## src/rtl/matrix_tile_sequencer.sv

```systemverilog
// ============================================================================
// Module  : matrix_tile_sequencer
// Brief   : Walks layer/row/col positions of a tiled matrix store, row- or
//           element-granular, with optional wrap to origin.
// Revision: 1.0
// ============================================================================
`default_nettype none

module matrix_tile_sequencer #(
    parameter int ROWS   = 3,
    parameter int COLS   = 3,
    parameter int LAYERS = 4,
    parameter int IDX_W  = 32,
    parameter int WRAP   = 0
) (
    input  logic             clk,
    input  logic             reset,
    input  logic             start,
    input  logic             mode,
    input  logic             step_valid,
    output logic             step_ready,
    output logic [IDX_W-1:0] layer_index,
    output logic [IDX_W-1:0] row_index,
    output logic [IDX_W-1:0] col_index,
    output logic [IDX_W-1:0] linear_addr,
    output logic             last_row,
    output logic             last_layer,
    output logic             busy,
    output logic             done,
    output logic             wrap_pulse
);

    typedef enum logic [1:0] {
        ST_IDLE = 2'd0,
        ST_RUN  = 2'd1,
        ST_DONE = 2'd2
    } state_t;

    localparam logic [IDX_W-1:0] c_ROW_LAST   = IDX_W'(ROWS - 1);
    localparam logic [IDX_W-1:0] c_COL_LAST   = IDX_W'(COLS - 1);
    localparam logic [IDX_W-1:0] c_LAYER_LAST = IDX_W'(LAYERS - 1);
    localparam logic [IDX_W-1:0] c_COLS       = IDX_W'(COLS);

    state_t           r_state, w_state;
    logic             r_mode, w_mode;
    logic [IDX_W-1:0] r_layer, w_layer;
    logic [IDX_W-1:0] r_row, w_row;
    logic [IDX_W-1:0] r_col, w_col;
    logic [IDX_W-1:0] r_addr, w_addr;
    logic             r_wrap, w_wrap;
    logic             r_busy, r_done, r_last_row, r_last_layer;

    logic w_row_end, w_col_end, w_layer_end, w_at_last;

    assign w_row_end   = (r_row == c_ROW_LAST);
    assign w_col_end   = (r_col == c_COL_LAST);
    assign w_layer_end = (r_layer == c_LAYER_LAST);
    // In row mode the column stays 0, so the column does not gate the end.
    assign w_at_last   = w_layer_end && w_row_end && (!r_mode || w_col_end);

    always_comb begin
        w_state = r_state;
        w_mode  = r_mode;
        w_layer = r_layer;
        w_row   = r_row;
        w_col   = r_col;
        w_addr  = r_addr;
        w_wrap  = 1'b0;
        if (start) begin
            w_state = ST_RUN;
            w_mode  = mode;
            w_layer = '0;
            w_row   = '0;
            w_col   = '0;
            w_addr  = '0;
        end else if ((r_state == ST_RUN) && step_valid) begin
            if (w_at_last) begin
                if (WRAP != 0) begin
                    w_layer = '0;
                    w_row   = '0;
                    w_col   = '0;
                    w_addr  = '0;
                    w_wrap  = 1'b1;
                end else begin
                    w_state = ST_DONE;
                end
            end else if (r_mode && !w_col_end) begin
                w_col  = r_col + 1'b1;
                w_addr = r_addr + 1'b1;
            end else begin
                w_col  = '0;
                w_addr = r_mode ? (r_addr + 1'b1) : (r_addr + c_COLS);
                if (w_row_end) begin
                    w_row   = '0;
                    w_layer = r_layer + 1'b1;
                end else begin
                    w_row = r_row + 1'b1;
                end
            end
        end
    end

    always_ff @(posedge clk) begin
        if (reset) begin
            r_state      <= ST_IDLE;
            r_mode       <= 1'b0;
            r_layer      <= '0;
            r_row        <= '0;
            r_col        <= '0;
            r_addr       <= '0;
            r_wrap       <= 1'b0;
            r_busy       <= 1'b0;
            r_done       <= 1'b0;
            r_last_row   <= (ROWS == 1);
            r_last_layer <= (LAYERS == 1);
        end else begin
            r_state      <= w_state;
            r_mode       <= w_mode;
            r_layer      <= w_layer;
            r_row        <= w_row;
            r_col        <= w_col;
            r_addr       <= w_addr;
            r_wrap       <= w_wrap;
            r_busy       <= (w_state == ST_RUN);
            r_done       <= (w_state == ST_DONE);
            r_last_row   <= (w_row == c_ROW_LAST);
            r_last_layer <= (w_layer == c_LAYER_LAST);
        end
    end

    assign step_ready  = r_busy;
    assign busy        = r_busy;
    assign done        = r_done;
    assign wrap_pulse  = r_wrap;
    assign layer_index = r_layer;
    assign row_index   = r_row;
    assign col_index   = r_col;
    assign linear_addr = r_addr;
    assign last_row    = r_last_row;
    assign last_layer  = r_last_layer;

endmodule

`default_nettype wire

```

## config.mk

```make
export PLATFORM = sky130hd
export DESIGN_NAME = matrix_tile_sequencer
export DESIGN_NICKNAME = d
export VERILOG_FILES = /design/src/rtl/matrix_tile_sequencer.sv
export SDC_FILE = /design/constraint.sdc
export NUM_CORES = 1
export LEC_CHECK = 0
export ABC_AREA = 1
export ABC_CLOCK_PERIOD_IN_PS = 4300
export CAP_MARGIN = 20
export CORE_MARGIN = 2
export CORE_UTILIZATION = 50
export CTS_BUF_LIST = sky130_fd_sc_hd__clkbuf_4 sky130_fd_sc_hd__clkbuf_8
export DETAILED_ROUTE_END_ITERATION = 8
export GPL_TIMING_DRIVEN = 0
export PLACE_DENSITY = 0.84
export SYNTH_ARGS = -nofsm -noshare
export SYNTH_HDL_FRONTEND = slang
export SYNTH_SLANG_ARGS = --single-unit
```

## constraint.sdc

```tcl
create_clock -name clk -period 4.3 [get_ports clk]
set_clock_uncertainty 0.15 [all_clocks]
set_input_delay 0.645 -clock clk [delete_from_list [all_inputs] [get_ports clk]]
set_output_delay 0.645 -clock clk [all_outputs]
set_load 0.01 [all_outputs]
```

; Word level (Yosys, flattened, before mapping)
; Cells that the tools add are included.
[word_totals]
regBits = 135
latchBits = 0
mem_bits_rw = 0
mem_bits_ro = 0
output_inout_bits = 134
mem_count = 0
[classes]
n_addsub = 5
multipliers = 0
div_mod_pow = 0
order_cmp = 0
n_eq_ne = 8
shifts = 0
muxes = 16
bitwise = 1
n_reduce_logical = 9
[op_table]
columns = operator, n
row1 = $mux W32, 13
row2 = $eq A32 B2 Y1 const B, 5
row3 = $add A32 B1 Y32 const B, 4
row4 = $add A32 B2 Y32 const B, 1
row5 = $mux W2, 3
row6 = $eq A2 B1 Y1 const B, 2
row7 = $logic_and A1 B1 Y1, 4
row8 = $eq A2 B2 Y1 const B, 1
row9 = $logic_not A1 Y1, 2
row10 = $reduce_and A2 Y1, 1
row11 = $reduce_or A2 Y1, 1
row12 = $logic_or A1 B1 Y1, 1
row13 = $not A1 Y1, 1

; Depth between registers and ports, before layout
; Gate-level depths: netlist of the first run.
[depth]
word_depth = 8
ltp_mapped = 20

; Worst setup path before layout of the first run
; Ideal clock, no wire load.
[synth_path]
kind = reg-to-reg
startpoint = reg r_row[0] (netlist: row_index[0])
endpoint = reg r_col[28] (netlist: col_index[28])
setup_time_ps = 119
t_arrival_ps = 2089
setup_slack_ps = 1942
path_stages_with_launch = 17
synth_period_minus_slack_ps = 2358
cell_sequence = dfxtp_1 inv_1 ha_1 inv_1 nor2_1 nand2_1 nor2_1 nand2_1 nor2_2 nand2_4 inv_2 a21oi_4 nand4_2 nor2_2 nand2_1 nor3b_1 nor2_1
[synth_between]
elab_chain_len = 5
[synth_lines]
columns = element, line_no
row1 = "start, declared", 47  ; logic [IDX_W-1:0] r_row, w_row;
row2 = "start signal, assigned", 120  ; r_row <= w_row;
row3 = $eq A32 B2 Y1, 55  ; assign w_row_end = (r_row == c_ROW_LAST);
row4 = $logic_and A1 B1 Y1 (2 in a row), 59  ; assign w_at_last = w_layer_end && w_row_end && (!r_mode || w_col_end);
row5 = $not A1 Y1 (no line), --
row6 = $reduce_and A2 Y1 (no line), --
row7 = "end signal, assigned", 121  ; r_col <= w_col;
row8 = "end, declared", 48  ; logic [IDX_W-1:0] r_col, w_col;
; No other way between the ends.
; A chain may end at the register's enable or synchronous reset.

; Worst setup path after layout of the first run
[layout_path]
startpoint = reg r_row[0] (netlist: row_index[0])
endpoint = reg r_addr[16] (netlist: linear_addr[16])
[layout_between]
elab_chain_len = 5
[layout_lines]
columns = element, line_no
row1 = $eq A32 B2 Y1, 55
row2 = $logic_and A1 B1 Y1 (2 in a row), 59
row3 = $not A1 Y1 (no line), --
row4 = $reduce_and A2 Y1 (no line), --
row5 = "end signal, assigned", 122  ; r_addr <= w_addr;
row6 = "end, declared", 49  ; logic [IDX_W-1:0] r_addr, w_addr;
; No other way between the ends.

==> impl_metrics.json, run 1 <==
{
  "path_clk_slew_ns": 0.10,
  "crit_buf_inv": 4,
  "cp_max_fo": 10,
  "rsz0062_at_grt": "false",
  "fp.dieH_um": 139,
  "synthSimpleGateAreaFrac_pct": 45.6,
  "p_sw_share_pct": 29.2,
  "first_pass_iters": 8,
  "synth_most_common_cell": "nand2_1",
  "nets": 1750,
  "stdcell_area_sq_um": 11200,
  "drt_iter0_drc": 1213,
  "syn_area_sq_um": 9150,
  "syn-num-nets": 1595,
  "drc": 0,
  "grt_pass1_wl_um": 48400,
  "synth_top_family_by_area": "simple AND/OR/NAND/NOR gates",
  "synthTopCellsByArea": "dfxtp_1 30%, nand2_1 19%, nor2_1 13%, inv_1 7.4%, nand3_1 7.3%",
  "async_reset_ff_share_pct": 0,
  "maxCapViolCount": 0,
  "fmax_mhz": 319,
  "die_area_sq_um": 19400,
  "pwr-share-seq_pct": 47.9,
  "path_cells": "inv_1 > ha_1 > inv_1 > nor2_1 > nand2_1 > nor2_1 > nand2_1 > nor2_2 > nand2_4 > inv_2 > a21oi_4 > buf_2 > o211ai_1 > nor2_1 > o21ai_0 > a21oi_1",
  "cts_root_buf": "clkbuf_8",
  "rows": 49,
  "drv_slew": 0,
  "synth_compound_area_share_pct": 11.5,
  "placed_area_sq_um": 10800,
  "final-setup-viol-count": 0,
  "status": "finished, final reports clean",
  "hold_path_class": "register to register",
  "synthMuxAreaShare_pct": 0,
  "numPortBuffers": 136,
  "p_per_area_nw_per_um2": 238,
  "cts_max_path_buffers": 2,
  "cts_resized": 0,
  "synth_cells": 1583,
  "drive_above_1_share_pct": 4.51,
  "finalSetupTns_ns": 0,
  "synthDominantCellAreaShare_pct": 29.5,
  "ys_types": 48,
  "period_share_pct": 72.9,
  "yosysWarnings": 0,
  "switching_power_uw": 779,
  "finalWeightedCongestion": 0.961,
  "synthXorXnorAreaFrac_pct": 2.11,
  "antenna_found_initial": 0,
  "die_w_um": 139,
  "clock_latency_ns": 0.48,
  "cts_num_sinks": 135,
  "cp.arrival_ns": 3.40,
  "ios": 139,
  "core_area_sq_um": 18000,
  "ys_seq_elements": 135,
  "slowest_stage": "dfxtp_1",
  "path_common_cell": "nor2_1",
  "postCtsSetupRepairBufs": 0,
  "area_delta_synth_final_pct": 22.5,
  "hpwl_um": 22800,
  "criticalPathCategory": "register to register",
  "pwr-share-comb_pct": 9.8,
  "critPathRequiredTime_ns": 4.56,
  "endpoint_kind": "register",
  "pre_cts_slack_ns": 0.865,
  "p_leak_uw": 0.00435,
  "hold_viol": 0,
  "synth_common_cells": "459 x nand2_1, 320 x nor2_1, 181 x inv_1",
  "worst_pin_slew_ns": 0.691,
  "via_per_inst": 5.50,
  "peakVddDrop_mv": 0.212,
  "track_usage_pct": 30.3,
  "grt_pass1_vias": 9919,
  "initial_core_util_pct": 50.9,
  "setup_ws_ns": 1.16,
  "cp_top_family": "compound AO/OA/AOI/OAI gates",
  "p_clk_share_pct": 42.3,
  "grt_max_degree": 17,
  "synth_fa_ha_area_share_pct": 0.957,
  "h-tree-depth": 4,
  "wl_um": 30200,
  "final_core_util_pct": 62.4,
  "ys_seq_area_share_pct": 29.5,
  "synth-edff-count": 0,
  "synthFlopType": "dfxtp_1",
  "cts_tree": "built",
  "fill_cells": 1775,
  "ctsHoldBuffers": 0,
  "min_period_ns": 3.14,
  "wire_per_inst_um": 15.2,
  "yosysTopAreaCell": "dfxtp_1",
  "n_antenna_cell": 0,
  "vias": 10886,
  "instances_no_fill": 1980,
  "cpPeakStageDelay_ns": 0.56,
  "avgSynthCellArea_sq_um": 5.78,
  "dpl.cell_count": 1948,
  "overflow": 0,
  "cts_inserted_buffers": 17,
  "ant_nets": 0,
  "cellInternalPower_uw": 1890,
  "slew_headroom_pct": 53.9,
  "start_kind": "register"
}
[cells by family after synthesis]
| kind of cell | after synthesis |
|---|---|
| other | 1 |
| xor gates and xnor gates | 22 |
| adders and majority gates | 7 |
| DFF | 135 |
| AOI/OAI and AO/OA | 186 |
| buffers and inverters | 228 |
| and+or+nand+nor | 1004 |
[per-layer routing]
| layer | wire length (um) | vias to the layer above | GRT usage (%) |
|---|---|---|---|
| li1 | - | 5354 | - |
| met1 | 12700 | 4895 | 40.1 |
| met2 | 13700 | 549 | 49.2 |
| met3 | 2960 | 88 | 5.16 |
| met4 | 845 | 0 | 12.3 |
| met5 | 0 | - | 0 |
[registers in the layout, indices dropped and copies added (netlist names)]
signal,count
layer_index,32
last_layer,1
busy,1
col_index,32
done,1
row_index,32
r_mode,1
linear_addr,32
last_row,1
r_state,2
[layout make-up]
cell class                 count  area, sq um  area share [%]
tap                          229          287            2.56
inverter                     187          702            6.26
multi-input combinational   1220         5510            49.2
sequential                   135         2700            24.1
clock inverter                14          163            1.45
buffer                        41          230            2.05
timing repair buffer         136         1360            12.1
clock buffer                  18          248            2.21
[power groups by stage]
stage / logic [uW] / registers (uW) / clock network [uW]
finish: 261 / 1280 / 1130
global route: 283 / 1280 / 1190
CTS: 254 / 1280 / 1140
detailed placement: 253 / 1300 / 0
global placement: 249 / 1300 / 0
floorplan: 166 / 1300 / 0
[worst paths after layout]
check	endpoint	startpoint	cells past startpoint	slack, ns
min reg2reg	col_index[19]	col_index[19]	2	0.35
max reg2reg	linear_addr[16]	row_index[0]	16	1.16
min	col_index[19]	col_index[19]	2	0.35
max	linear_addr[16]	row_index[0]	16	1.16
[per-stage QoR]
step	total power [uW]	hold slack (ns)
floorplan	1470	0.341
global placement	1550	0.332
detailed placement	1560	0.334
CTS	2670	0.354
global route	2750	0.364
finish	2670	0.349
[layout by cell type, fill, tap and decap left out, types with 4 or more instances in the layout]
cell and instances:
nand2_1 459, nor2_1 320, inv_1 181, clkdlybuf4s50_1 136
dfxtp_1 135, nand3_1 134, o21ai_0 74, a21oi_1 73
nor3_1 28, nand4_1 27, clkbuf_1 19, clkbuf_8 18
xor2_1 16, o21bai_1 8, buf_2 7, a31oi_1 7
ha_1 7, nor2_2 6, nor4_1 6, buf_4 6
buf_6 6, o21a_1 6, xnor2_1 6, inv_2 4
nand2_2 4, nor3b_1 4, o211ai_1 4, inv_6 4
[worst min-delay path, delay by kind of cell (launching register included)]
kind	cells	cell delay, ns
AOI/OAI and AO/OA	1	0.05
buffers and inverters	1	0.06
DFF	1	0.35
No activity file was read; power rests on OpenSTA's default activity.
==> inputs of run 2 (changes only) <==
- ABC_CLOCK_PERIOD_IN_PS: 4300 -> 3000
- clock period: 4.3 -> 3 ns (I/O delays scaled with it)
==> run 2 against run 1 <==
  * Core utilization grew 0.76 points
  * Via count is 0.73% higher
  * Count of clock-buffer cells in the layout stayed put
  * First-iteration DRC count fell by 3.1%
  * Non-clock buffer count rose by 5
  * Worst hold slack lost 0.011 ns
  * Critical endpoint is now last_row
  * Highest routed layer unchanged
==> impl_metrics.json, run 2 (synthesis results as in run 1) <==
{
  "path_clk_slew_ns": 0.09,
  "h-tree-depth": 4,
  "drv_slew": 0,
  "overflow": 0,
  "cp_max_fo": 10,
  "rsz0062_at_grt": "true",
  "wire_per_inst_um": 15.3,
  "grt_pass1_wl_um": 48400,
  "initial_core_util_pct": 50.9,
  "fmax_mhz": 350,
  "grt_max_degree": 17,
  "peakVddDrop_mv": 0.306,
  "area_delta_synth_final_pct": 24.0,
  "ios": 139,
  "multiInputGateArea_sq_um": 5560,
  "p_per_area_nw_per_um2": 339,
  "final-setup-viol-count": 0,
  "cts_inserted_buffers": 17,
  "cp.arrival_ns": 3.07,
  "ant_nets": 0,
  "fill_cells": 1752,
  "n_antenna_cell": 0,
  "regArea_sq_um": 2710,
  "start_kind": "register",
  "drc": 0,
  "criticalPathCategory": "register to register",
  "endpoint_kind": "register",
  "vias": 10965,
  "cts_num_sinks": 135,
  "drt_iter0_drc": 1176,
  "status": "finished, final reports clean",
  "track_usage_pct": 30.3,
  "hold_viol": 0,
  "finalSetupTns_ns": 0,
  "hold_path_class": "primary input to register",
  "cts_tree": "built",
  "rows": 49,
  "mostFrequentLayoutCell": "nand2_1",
  "holdWs_ns": 0.338,
  "numPortBuffers": 136,
  "first_pass_iters": 6,
  "maxCapViolCount": 0,
  "grt_pass1_vias": 9911,
  "via_per_inst": 5.52,
  "drive_above_1_share_pct": 5.52,
  "min_period_ns": 2.86,
  "period_share_pct": 95.2,
  "clock_latency_ns": 0.48,
  "core_area_sq_um": 18000,
  "worst_pin_slew_ns": 0.662,
  "slew_headroom_pct": 55.9,
  "critPathRequiredTime_ns": 3.22,
  "hpwl_um": 22800,
  "antenna_found_initial": 0,
  "finalWeightedCongestion": 0.961,
  "cts_max_path_buffers": 2,
  "wl_um": 30300,
  "fp.dieH_um": 139,
  "die_area_sq_um": 19400,
  "layout_common_cells": "458 x nand2_1, 314 x nor2_1, 181 x inv_1",
  "die_w_um": 139,
  "nets": 1755,
  "ctsHoldBuffers": 0,
  "p_leak_uw": 0.00440,
  "cts_root_buf": "clkbuf_8"
}
-- run 2: changes by cell type in the layout (fill, tap and decap cells not counted), sizes merged --
| cell | change |
|---|---|
| clkbuf | +1 |
| buf | +4 |
-- run 2: metrics by stage --
stage / cell area, sq um / setup slack (ns) / util (%) / power [uW] / instances
global route: 11300 / -0.0244 / 63.1 / 3950 / 1985
floorplan: 9150 / 0.642 / - / 2110 / 1583
CTS: 11200 / 0.0180 / 62.4 / 3820 / 1980
global placement: 10800 / -0.221 / 60.1 / 2230 / 1948
finish: 11300 / 0.143 / 63.1 / 3840 / 1985
detailed placement: 10800 / -0.240 / 60.1 / 2230 / 1948
-- run 2: report_power, final --
part | internal, uW | switching, uW
Sequential | 1800 | 25.0
Clock | 782 | 841
Combinational | 131 | 260
-- run 2: final cells by class --
cell class,instances,share of cell area [%]
Clock inverter,14,1.43
Buffer,41,2.17
Sequential cell,135,23.9
Inverter,187,6.21
Timing Repair Buffer,141,12.6
Multi-Input combinational cell,1220,49.0
Tap cell,229,2.53
Clock buffer,18,2.18
-- run 2: per-layer routing --
layer  share of wire [%]  vias to the layer above  track usage, %
met3                 9.3                       75            5.06
li1                    -                     5372               -
met5                   0                        -               0
met4                 2.5                        0            12.3
met1                  42                     4959            40.1
met2                  46                      559            49.2
-- run 2: critical path, stage by stage, from the launching register on --
cell	delay (ns)
dfxtp_2	0.39
inv_1	0.12
ha_2	0.22
inv_1	0.04
nor2_1	0.07
nand2_1	0.08
nor2_1	0.12
nand2_1	0.11
nor2_4	0.17
nand2_4	0.15
inv_2	0.12
nand2_2	0.10
nand2_4	0.12
buf_8	0.17
nand2_1	0.14
o22ai_1	0.24
nor2_2	0.10
nand3_1	0.08
nor2_1	0.05
-- run 2: what timing repair did --
| action | in CTS | in global routing |
|---|---|---|
| pin swaps | 0 | 6 |
| buffers inserted | 0 | 5 |
| resized for setup | 2 | 23 |
| endpoints found under the setup margin | 3 | 49 |
-- run 2: path summary, 6_finish.rpt --
kind	startpoint	endpoint	slack, ns	depth (start not counted)
max	row_index[0]	last_row	0.14	18
min	reset	r_state[0]	0.34	4
max reg2reg	row_index[0]	last_row	0.14	18
min reg2reg	col_index[19]	col_index[19]	0.35	2
